### config.mk
export PLATFORM = sky130hd
export DESIGN_NAME = cnn_window_scan_ctrl
export DESIGN_NICKNAME = d
export VERILOG_FILES = /design/src/rtl/cnn_window_scan_ctrl.sv
export SDC_FILE = /design/constraint.sdc
export NUM_CORES = 1
export LEC_CHECK = 0
export BUFFER_PORTS_ARGS = -buffer_cell sky130_fd_sc_hd__buf_4
export CORE_MARGIN = 4
export CORE_UTILIZATION = 52
export DETAILED_ROUTE_END_ITERATION = 8
export PLACE_DENSITY_LB_ADDON = 0.1
export SLEW_MARGIN = 20
export SYNTH_ARGS = -nofsm -noshare
export SYNTH_HDL_FRONTEND = slang
export SYNTH_SLANG_ARGS = --single-unit
### constraint.sdc
create_clock -name i_clk -period 5.6 [get_ports i_clk]
set_clock_uncertainty 0.2 [all_clocks]
set_input_delay 0.84 -clock i_clk [delete_from_list [all_inputs] [get_ports i_clk]]
set_output_delay 0.84 -clock i_clk [all_outputs]
set_load 0.03 [all_outputs]
### src/rtl/cnn_window_scan_ctrl.sv
// Sliding-window scan controller: steers the pixel counter and issues one
// descriptor per complete KxK window (stride 1) over a valid/ready handshake.
//
//   state  | meaning
//   S_IDLE | counter held cleared, waiting for i_start
//   S_RUN  | accepting pixels and issuing window descriptors
//   S_DONE | one-cycle done pulse, counter cleared, back to idle
module cnn_window_scan_ctrl #(
    parameter int IMG_W = 8,
    parameter int IMG_H = 8,
    parameter int K     = 3
) (
    input  logic        i_clk,
    input  logic        i_rst,
    input  logic        i_start,
    input  logic        i_pix_valid,
    output logic        o_pix_ready,
    input  logic [15:0] i_pix_count,
    output logic        o_cnt_clear,
    output logic        o_cnt_keep,
    output logic        o_win_valid,
    input  logic        i_win_ready,
    output logic [7:0]  o_win_row,
    output logic [7:0]  o_win_col,
    output logic [15:0] o_win_base,
    output logic        o_busy,
    output logic        o_done
);

    typedef enum logic [1:0] {
        S_IDLE = 2'd0,
        S_RUN  = 2'd1,
        S_DONE = 2'd2
    } state_t;

    localparam logic [15:0] TOTAL    = 16'(IMG_W * IMG_H);
    localparam logic [15:0] W16      = 16'(IMG_W);
    localparam logic [15:0] KM1      = 16'(K - 1);
    localparam logic [15:0] K16      = 16'(K);
    localparam logic [7:0]  LAST_ROW = 8'(IMG_H - K);
    localparam logic [7:0]  LAST_COL = 8'(IMG_W - K);

    state_t      r_state;
    state_t      w_state_nxt;
    logic [7:0]  r_row;
    logic [7:0]  r_col;
    logic [7:0]  w_row_nxt;
    logic [7:0]  w_col_nxt;
    logic [15:0] w_need;
    logic [15:0] w_base;
    logic        w_pix_ready;
    logic        w_cnt_clear;
    logic        w_cnt_keep;
    logic        w_win_valid;
    logic        w_done;
    logic        w_last;

    // Pixel count required before window (row,col) is fully buffered
    assign w_need = ({8'd0, r_row} + KM1) * W16 + {8'd0, r_col} + K16;
    assign w_base = {8'd0, r_row} * W16 + {8'd0, r_col};
    assign w_last = (r_row == LAST_ROW) && (r_col == LAST_COL);

    always_comb begin
        w_state_nxt = r_state;
        w_row_nxt   = r_row;
        w_col_nxt   = r_col;
        w_pix_ready = 1'b0;
        w_cnt_clear = 1'b1;
        w_cnt_keep  = 1'b1;
        w_win_valid = 1'b0;
        w_done      = 1'b0;
        case (r_state)
            S_IDLE: begin
                w_row_nxt = 8'd0;
                w_col_nxt = 8'd0;
                if (i_start) begin
                    w_state_nxt = S_RUN;
                end
            end
            S_RUN: begin
                w_cnt_clear = 1'b0;
                w_pix_ready = (i_pix_count < TOTAL);
                w_cnt_keep  = !(i_pix_valid && w_pix_ready);
                w_win_valid = (i_pix_count >= w_need);
                if (w_win_valid && i_win_ready) begin
                    if (w_last) begin
                        w_state_nxt = S_DONE;
                    end else if (r_col < LAST_COL) begin
                        w_col_nxt = r_col + 8'd1;
                    end else begin
                        w_col_nxt = 8'd0;
                        w_row_nxt = r_row + 8'd1;
                    end
                end
            end
            S_DONE: begin
                w_done      = 1'b1;
                w_row_nxt   = 8'd0;
                w_col_nxt   = 8'd0;
                w_state_nxt = S_IDLE;
            end
            default: begin
                w_row_nxt   = 8'd0;
                w_col_nxt   = 8'd0;
                w_state_nxt = S_IDLE;
            end
        endcase
    end

    always_ff @(posedge i_clk) begin
        if (!i_rst) begin
            r_state <= S_IDLE;
            r_row   <= 8'd0;
            r_col   <= 8'd0;
        end else begin
            r_state <= w_state_nxt;
            r_row   <= w_row_nxt;
            r_col   <= w_col_nxt;
        end
    end

    assign o_pix_ready = w_pix_ready;
    assign o_cnt_clear = w_cnt_clear;
    assign o_cnt_keep  = w_cnt_keep;
    assign o_win_valid = w_win_valid;
    assign o_win_row   = r_row;
    assign o_win_col   = r_col;
    assign o_win_base  = w_base;
    assign o_busy      = (r_state == S_RUN);
    assign o_done      = w_done;

endmodule
==> results of run 1 <==
==> routing by layer <==
layer	up-vias	wire length, um
li1	993	-
met1	895	2280
met2	62	2360
met3	8	293
met4	0	42
met5	-	0
==> worst max-delay path: cells and delay by family (launching register included) <==
family / cells / cell delay, ns
buf+inv: 1 / 0.17
simple gates: 3 / 0.31
flops: 1 / 0.54
xor+xnor: 1 / 0.09
fa+ha+maj: 3 / 0.93
compound gates: 8 / 1.61
==> final cells by class <==
class	instances	area share (%)
Inverter	13	2.03
Sequential cell	18	15.0
Multi-Input combinational cell	206	60.7
Timing Repair Buffer	56	17.5
Tap cell	48	2.50
Clock buffer	4	2.29
==> layout by cell type (no fill, tap or decap), types with 2 or more instances in the layout <==
| master | n |
|---|---|
| buf_4 | 56 |
| ha_1 | 29 |
| nand2_1 | 21 |
| dfxtp_1 | 18 |
| a21oi_1 | 15 |
| nor2_1 | 13 |
| inv_1 | 12 |
| xor2_1 | 12 |
| nand3_1 | 12 |
| o21ai_1 | 10 |
| xnor2_1 | 7 |
| nand4_1 | 7 |
| a211oi_1 | 6 |
| and3_1 | 6 |
| o21ai_0 | 5 |
| nor4_1 | 5 |
| or3_1 | 5 |
| a31oi_1 | 5 |
| conb_1 | 5 |
| nor2b_1 | 4 |
| nand2b_1 | 4 |
| or4_1 | 4 |
| nor3_1 | 4 |
| clkbuf_8 | 4 |
| a21o_1 | 3 |
| a311oi_1 | 2 |
| or3_4 | 2 |
| and2_1 | 2 |
| o31ai_1 | 2 |
| fa_1 | 2 |
==> cells by family (layout without fill, tap and decap cells) <==
kind of cell,Yosys count,in the layout,synth area share [%]
other,2,5,0.384
XOR/XNOR,19,19,8.50
flip-flops,18,18,18.4
adder cells (fa/ha/maj),31,31,20.6
AO/OA/AOI/OAI,57,57,18.5
AND/OR/NAND/NOR,94,94,26.2
buffers and inverters,28,73,7.48
==> worst min path at each step <==
stage / start / end / slack [ns] / depth (start not counted)
after CTS: r_state[1]$_SDFFE_PN0P_ / r_state[0]$_SDFFE_PN0P_ / 0.26 / 1
after global placement: r_state[1]$_SDFFE_PN0P_ / r_state[0]$_SDFFE_PN0P_ / 0.25 / 1
after detailed placement: r_state[1]$_SDFFE_PN0P_ / r_state[0]$_SDFFE_PN0P_ / 0.24 / 1
after floorplan: r_state[1]$_SDFFE_PN0P_ / r_state[0]$_SDFFE_PN0P_ / 0.22 / 1
final: r_state[1]$_SDFFE_PN0P_ / r_state[0]$_SDFFE_PN0P_ / 0.26 / 1
after global routing: r_state[1]$_SDFFE_PN0P_ / r_state[0]$_SDFFE_PN0P_ / 0.28 / 1
==> stage by stage <==
stage	hold WS [ns]	util, %	setup slack (ns)	area, sq um
2_1_floorplan	0.216	-	0.705	1970
5_1_grt	0.275	65.7	0.317	2410
6_report	0.256	65.7	0.669	2410
4_1_cts	0.260	65.7	0.657	2410
3_5_place_dp	0.241	64.2	0.944	2350
3_3_place_gp	0.248	64.2	1.10	2350
==> state kept, by name (all words and copies together), names as in the netlist <==
name / cells
r_state: 2
o_win_col: 8
o_win_row: 8
==> power by group through the flow <==
| stage | sequential (W) | combinational, W | clock, W |
|---|---|---|---|
| 2_1_floorplan | 0.000133 | 0.0000318 | 0 |
| 3_3_place_gp | 0.000133 | 0.0000499 | 0 |
| 3_5_place_dp | 0.000133 | 0.0000502 | 0 |
| 4_1_cts | 0.000130 | 0.0000505 | 0.000109 |
| 5_1_grt | 0.000130 | 0.0000558 | 0.000115 |
| 6_report | 0.000130 | 0.0000504 | 0.000108 |
==> summary.txt, run 1 <==
Power
  • Seq pwr share: 45.1%
  • Leak pwr: 1.10 nW
  • Power per cell area: 120 mW/mm^2
  • Net Switching: 0.0000760 W
  • Maximum VDD drop: 0.162 mV
  • Power share of the clock group: 37.5%
  • Final Power: 0.000288 W
  • Combinational power share: 17.5%
  • Sw frac: 26.3%
  • P_int: 0.000213 W

Cells and area
  • Fill count: 364
  • Layout cells sized above 1: 22.6%
  • Layout Cells excl Fill: 345
  • Diodes inserted: 0
  • Post-layout nets: 350
  • Syn-to-layout area delta: 23.0%
  • Reg area: 360 sq um
  • Area of the multi-input gates: 0.00146 sq mm

Synthesis
  • Most frequent cell after synthesis: ha_1
  • Yosys top cell by area: ha_1
  • Area contributors post-synth: ha_1, dfxtp_1, xor2_1, nand2_1, a21oi_1
  • Mean post-synth cell area: 7.86 sq um
  • Ys async rst share: 0%
  • Post-synth top cells: ha_1, nand2_1, dfxtp_1
  • Share of the synthesized area in the top cell type: 18.5%
  • Ys flop type: dfxtp_1
  • Synth cell types: 46
  • Syn Inst Count: 249
  • Yosys reg bits: 18
  • EDFF count, synth: 0
  • Cell area after synthesis: 0.00196 sq mm
  • Synth warn: 0
  • Sequential fraction of the synthesis area: 18.4%

Min path
  • Hold Path Class: reg2reg

Route
  • DRC: 0
  • Final ANT Viol Nets: 0
  • Via-to-Cell Ratio: 5.68
  • Via count: 1,958
  • DRT iter0 DRCs: 90
  • WL/cell: 14.4 um
  • First-pass iteration count of the detailed router: 4
  • Total Wirelength: 4.98 mm

Setup path
  • CP max stage delay: 0.54 ns
  • Worst Setup Start Kind: register
  • Worst reg-to-reg path cell count: 17
  • Reg2reg end: o_win_col[0]$_SDFFE_PN0P_
  • Critical path peak fanout: 10
  • Setup CP Type: reg2out
  • Critical Path AT: 3.89 ns
  • RR Startpoint: o_win_row[1]$_SDFFE_PN0P_
  • Setup crit end: o_win_valid
  • Worst path slowest cell: dfxtp_1
  • Critical path startpoint: o_win_row[1]$_SDFFE_PN0P_
  • Worst R2R Setup Slack: 1.16 ns
  • Worst Setup End Kind: output pin
  • Crit-path most repeated cell: ha_1
  • Critical path, cell by cell: ha_1, xor2_1, ha_1, o21ai_0, a31o_2, a211oi_1, nand3_1, nand3_1, o21ai_1, ha_1, a21o_1, a211oi_1, o21ai_1, a211oi_2, nor2_1, buf_4
  • Crit path required time: 4.56 ns

STA
  • Final Hold Vio Count: 0
  • Worst slew pin tran: 0.578 ns
  • Setup_tns: 0 ns
  • Final setup viols: 0
  • Max-slew violations: 0
  • Crit share post-route: 88.1%
  • Slew headroom: 61.4%
  • Final min period: 4.93 ns
  • Unrepaired setup endpoints after global routing: false
  • Fmax: 203 MHz

Global route
  • Routing usage on met3: 3.77%
  • Initial antenna violation count: 0
  • Global-route wire length before repair: 8.65 mm
  • Overall Global Routing Usage: 21.2%
  • Vias in the first global route: 1,890
  • Busiest grt layer: met2
  • GRT overflow: 0
  • M1 GR Usage: 29.0%
  • Met2 usage: 34.6%
  • Largest net degree at the start of global routing: 22

Clock tree
  • Cts hold-fix bufs: 0
  • CTS tree: done
  • CTS clk-pin slew, worst paths: 0.07 ns
  • Clk_lat worst skew: 0.25 ns
  • H-Tree Level Count: 1
  • CTS max path bufs: 2
  • Root buf cell: clkbuf_8
  • Setup Fix Bufs, Post-CTS: 0
  • CTS Buf Count: 3
  • CTS Sinks: 18
  • Post-CTS resize count: 0

Run status
  • Outcome: completed

Die
  • Row count: 22
  • Die area: 0.00481 sq mm
  • Die height: 69.3 um
  • Core Footprint: 0.00366 sq mm
  • # IOs: 59
  • Die X: 69.3 um
  • Initial core utilization: 53.5%

Placement
  • Port Buf Inserts: 54
  • GP Congestion: 0.886
  • Post-Place Cells: 341
  • Post-DP HPWL: 3.97 mm

Run
  • Max-cap violations: 0
Power figures use the tool's default switching activity.
==> run 2, diff against run 1 <==
Settings changed: CORE_UTILIZATION 52 to 47.
Clock period 5.6 ns to 4.12 ns, I/O delays scaled along.
==> run 2 against run 1 <==
- the run now ends with setup timing left
- sequential power up 35%
- sequential share of layout area decreased by 0.90 points
- highest routed layer unchanged
- combinational power increased by 50%
- via count is 5.7% higher
- core utilization up 0.72 points
- design area grew 10%
- sequential cell count is the same
- non-clock buffer count rose by 23
- total power rose by 30%
- global-route usage fell by 1.1 points
- first-iteration DRC count rose by 31%
==> summary.txt, run 2 (synthesis gave the netlist of run 1 again) <==
Setup path
  • Critical path peak fanout: 6 (was 10)
  • Crit path required time: 3.30 ns (was 4.56 ns)
  • Worst Setup End Kind: output pin (unchanged)
  • RR Startpoint: o_win_row[1]$_SDFFE_PN0P_ (unchanged)
  • Reg2reg end: o_win_row[4]$_SDFFE_PN0P_ (was o_win_col[0]$_SDFFE_PN0P_)
  • Setup CP Type: reg2out (unchanged)
  • Worst Setup Start Kind: register (unchanged)
  • Critical Path AT: 3.35 ns (was 3.89 ns)
  • Worst reg-to-reg path cell count: 17 (unchanged)
  • Worst R2R Setup Slack: 0.13 ns (was 1.16 ns)

Route
  • DRT iter0 DRCs: 118 (was 90)
  • Total Wirelength: 5.37 mm (was 4.98 mm)
  • Via count: 2,070 (was 1,958)
  • First-pass iteration count of the detailed router: 4 (unchanged)
  • Via-to-Cell Ratio: 5.61 (was 5.68)
  • WL/cell: 14.6 um (was 14.4 um)
  • DRC: 0 (unchanged)
  • Final ANT Viol Nets: 0 (unchanged)

Min path
  • Worst Hold End: r_state[0]$_SDFFE_PN0P_ (unchanged)
  • Startpoint of the worst hold path: r_state[1]$_SDFFE_PN0P_ (unchanged)
  • Hold Path Class: reg2reg (unchanged)
  • Hold Path Stages: 1 (unchanged)

Clock tree
  • Cts hold-fix bufs: 0 (unchanged)
  • Root buf cell: clkbuf_8 (unchanged)
  • CTS Buf Count: 3 (unchanged)
  • CTS Sinks: 18 (unchanged)
  • CTS tree: done (unchanged)
  • CTS max path bufs: 2 (unchanged)
  • Clk_lat worst skew: 0.25 ns (about the same)
  • CTS clk-pin slew, worst paths: 0.07 ns (about the same)
  • H-Tree Level Count: 1 (unchanged)

Placement
  • Post-DP HPWL: 4.39 mm (was 3.97 mm)
  • Port Buf Inserts: 54 (unchanged)
  • GP Congestion: 0.930 (was 0.886)

Global route
  • Vias in the first global route: 1,956 (was 1,890)
  • Global-route wire length before repair: 8.60 mm (was 8.65 mm)
  • Largest net degree at the start of global routing: 22 (unchanged)
  • Overall Global Routing Usage: 20.0% (was 21.2%)
  • GRT overflow: 0 (unchanged)
  • Initial antenna violation count: 0 (unchanged)

Die
  • Die height: 72.5 um (was 69.3 um)
  • Row count: 23 (was 22)
  • Initial core utilization: 48.9% (was 53.5%)
  • # IOs: 59 (unchanged)
  • Die X: 72.5 um (was 69.3 um)
  • Die area: 0.00526 sq mm (was 0.00481 sq mm)
  • Core Footprint: 0.00400 sq mm (was 0.00366 sq mm)

Cells and area
  • Fill count: 353 (was 364)
  • Most frequent cells in the layout: buf_4, ha_1, nand2_1, a21oi_1 (was buf_4, ha_1, nand2_1, dfxtp_1, a21oi_1)
  • Syn-to-layout area delta: 35.8% (was 23.0%)
  • Layout cells sized above 1: 32.9% (was 22.6%)
  • Diodes inserted: 0 (unchanged)
  • Post-layout nets: 373 (was 350)
  • Commonest non-fill, non-tap cell in the layout: buf_4 (unchanged)

STA
  • Final setup viols: 1 (was 0)
  • Final worst setup slack: -0.0486 ns (was 0.669 ns)
  • Worst Hold Slack: 0.240 ns (was 0.256 ns)
  • Worst slew pin tran: 1.04 ns (was 0.578 ns)
  • Final Hold Vio Count: 0 (unchanged)
  • Final min period: 4.17 ns
  • Fmax: 240 MHz
  • Unrepaired setup endpoints after global routing: true (was false)
  • Max-slew violations: 0 (unchanged)
  • Slew headroom: 30.3% (was 61.4%)
  • Crit share post-route: 101%

Power
  • Maximum VDD drop: 0.204 mV (was 0.162 mV)
  • Leak pwr: 1.22 nW (was 1.10 nW)
  • Power per cell area: 141 mW/mm^2 (was 120 mW/mm^2)
  • Final Power: 0.000374 W (was 0.000288 W)

Run status
  • Failing checks: setup timing
  • Outcome: finished with violations (was completed)

Run
  • Max-cap violations: 0 (unchanged)
-- run 2: critical path, stage by stage, from the launching register on --
cell and delay, ns:
dfxtp_4 0.37, ha_4 0.16, xor2_1 0.14, ha_1 0.29
o21ai_1 0.06, a31o_2 0.24, a211oi_4 0.27, nand3_1 0.12
nand3_1 0.10, o21ai_1 0.06, ha_1 0.32, a21o_1 0.18
a211oi_2 0.20, o21ai_2 0.11, a211oi_4 0.26, nor2_4 0.06
buf_6 0.14
-- run 2: layout make-up --
| cell class | count | area, sq um | area share (%) |
|---|---|---|---|
| Multi-Input combinational cell | 206 | 1530 | 57.7 |
| Timing Repair Buffer | 79 | 597 | 22.5 |
| Sequential cell | 18 | 374 | 14.1 |
| Tap cell | 50 | 62.6 | 2.35 |
| Clock buffer | 3 | 41.3 | 1.55 |
| Inverter | 13 | 48.8 | 1.84 |
-- run 2: repair_timing --
item / 4_1_cts / 5_1_grt
endpoints found under the setup margin: 1 / 7
setup buffers: 5 / 3
gates resized for setup: 8 / 4
pin swaps: 10 / 9
-- run 2: metal layers --
metal / up-vias / part of all wire, % / track usage [%]
met1: 963 / 44 / 27.2
met5: - / 0 / 0
met4: 0 / 1.2 / 4.92
met2: 64 / 48 / 33.1
li1: 1038 / - / -
met3: 5 / 6.2 / 3.19
-- run 2: worst max path at each step --
stage | end | startpoint | cells after the start | slack (ns)
detailed placement | o_win_row[1]$_SDFFE_PN0P_ | o_win_row[1]$_SDFFE_PN0P_ | 18 | 0.04
global placement | o_win_col[1]$_SDFFE_PN0P_ | o_win_row[1]$_SDFFE_PN0P_ | 18 | 0.10
finish | o_win_valid | o_win_row[1]$_SDFFE_PN0P_ | 16 | -0.05
floorplan | o_win_valid | o_win_col[4]$_SDFFE_PN0P_ | 15 | 0.0003
CTS | o_win_valid | o_win_row[1]$_SDFFE_PN0P_ | 17 | -0.06
global route | o_win_valid | o_win_row[1]$_SDFFE_PN0P_ | 16 | -0.18
-- run 2: through the flow --
| stage | utilization [%] | TNS [ns] | setup WS, ns | area, sq um | instances |
|---|---|---|---|---|---|
| after floorplan | - | 0 | 0.000286 | 2010 | 252 |
| after global placement | 62.8 | 0 | 0.104 | 2510 | 359 |
| after detailed placement | 62.8 | 0 | 0.0353 | 2510 | 359 |
| after CTS | 65.7 | -0.0587 | -0.0587 | 2630 | 367 |
| after global routing | 66.4 | -0.273 | -0.177 | 2660 | 369 |
| final | 66.4 | -0.0486 | -0.0486 | 2660 | 369 |
-- run 2: where the power goes --
group | leakage [nW] | internal, W | switching [W]
Clock | 0.0216 | 0.0000649 | 0.0000582
Combinational | 1.04 | 0.0000326 | 0.0000432
Sequential | 0.149 | 0.000174 | 0.00000113
Total | 1.22 | 0.000271 | 0.000103
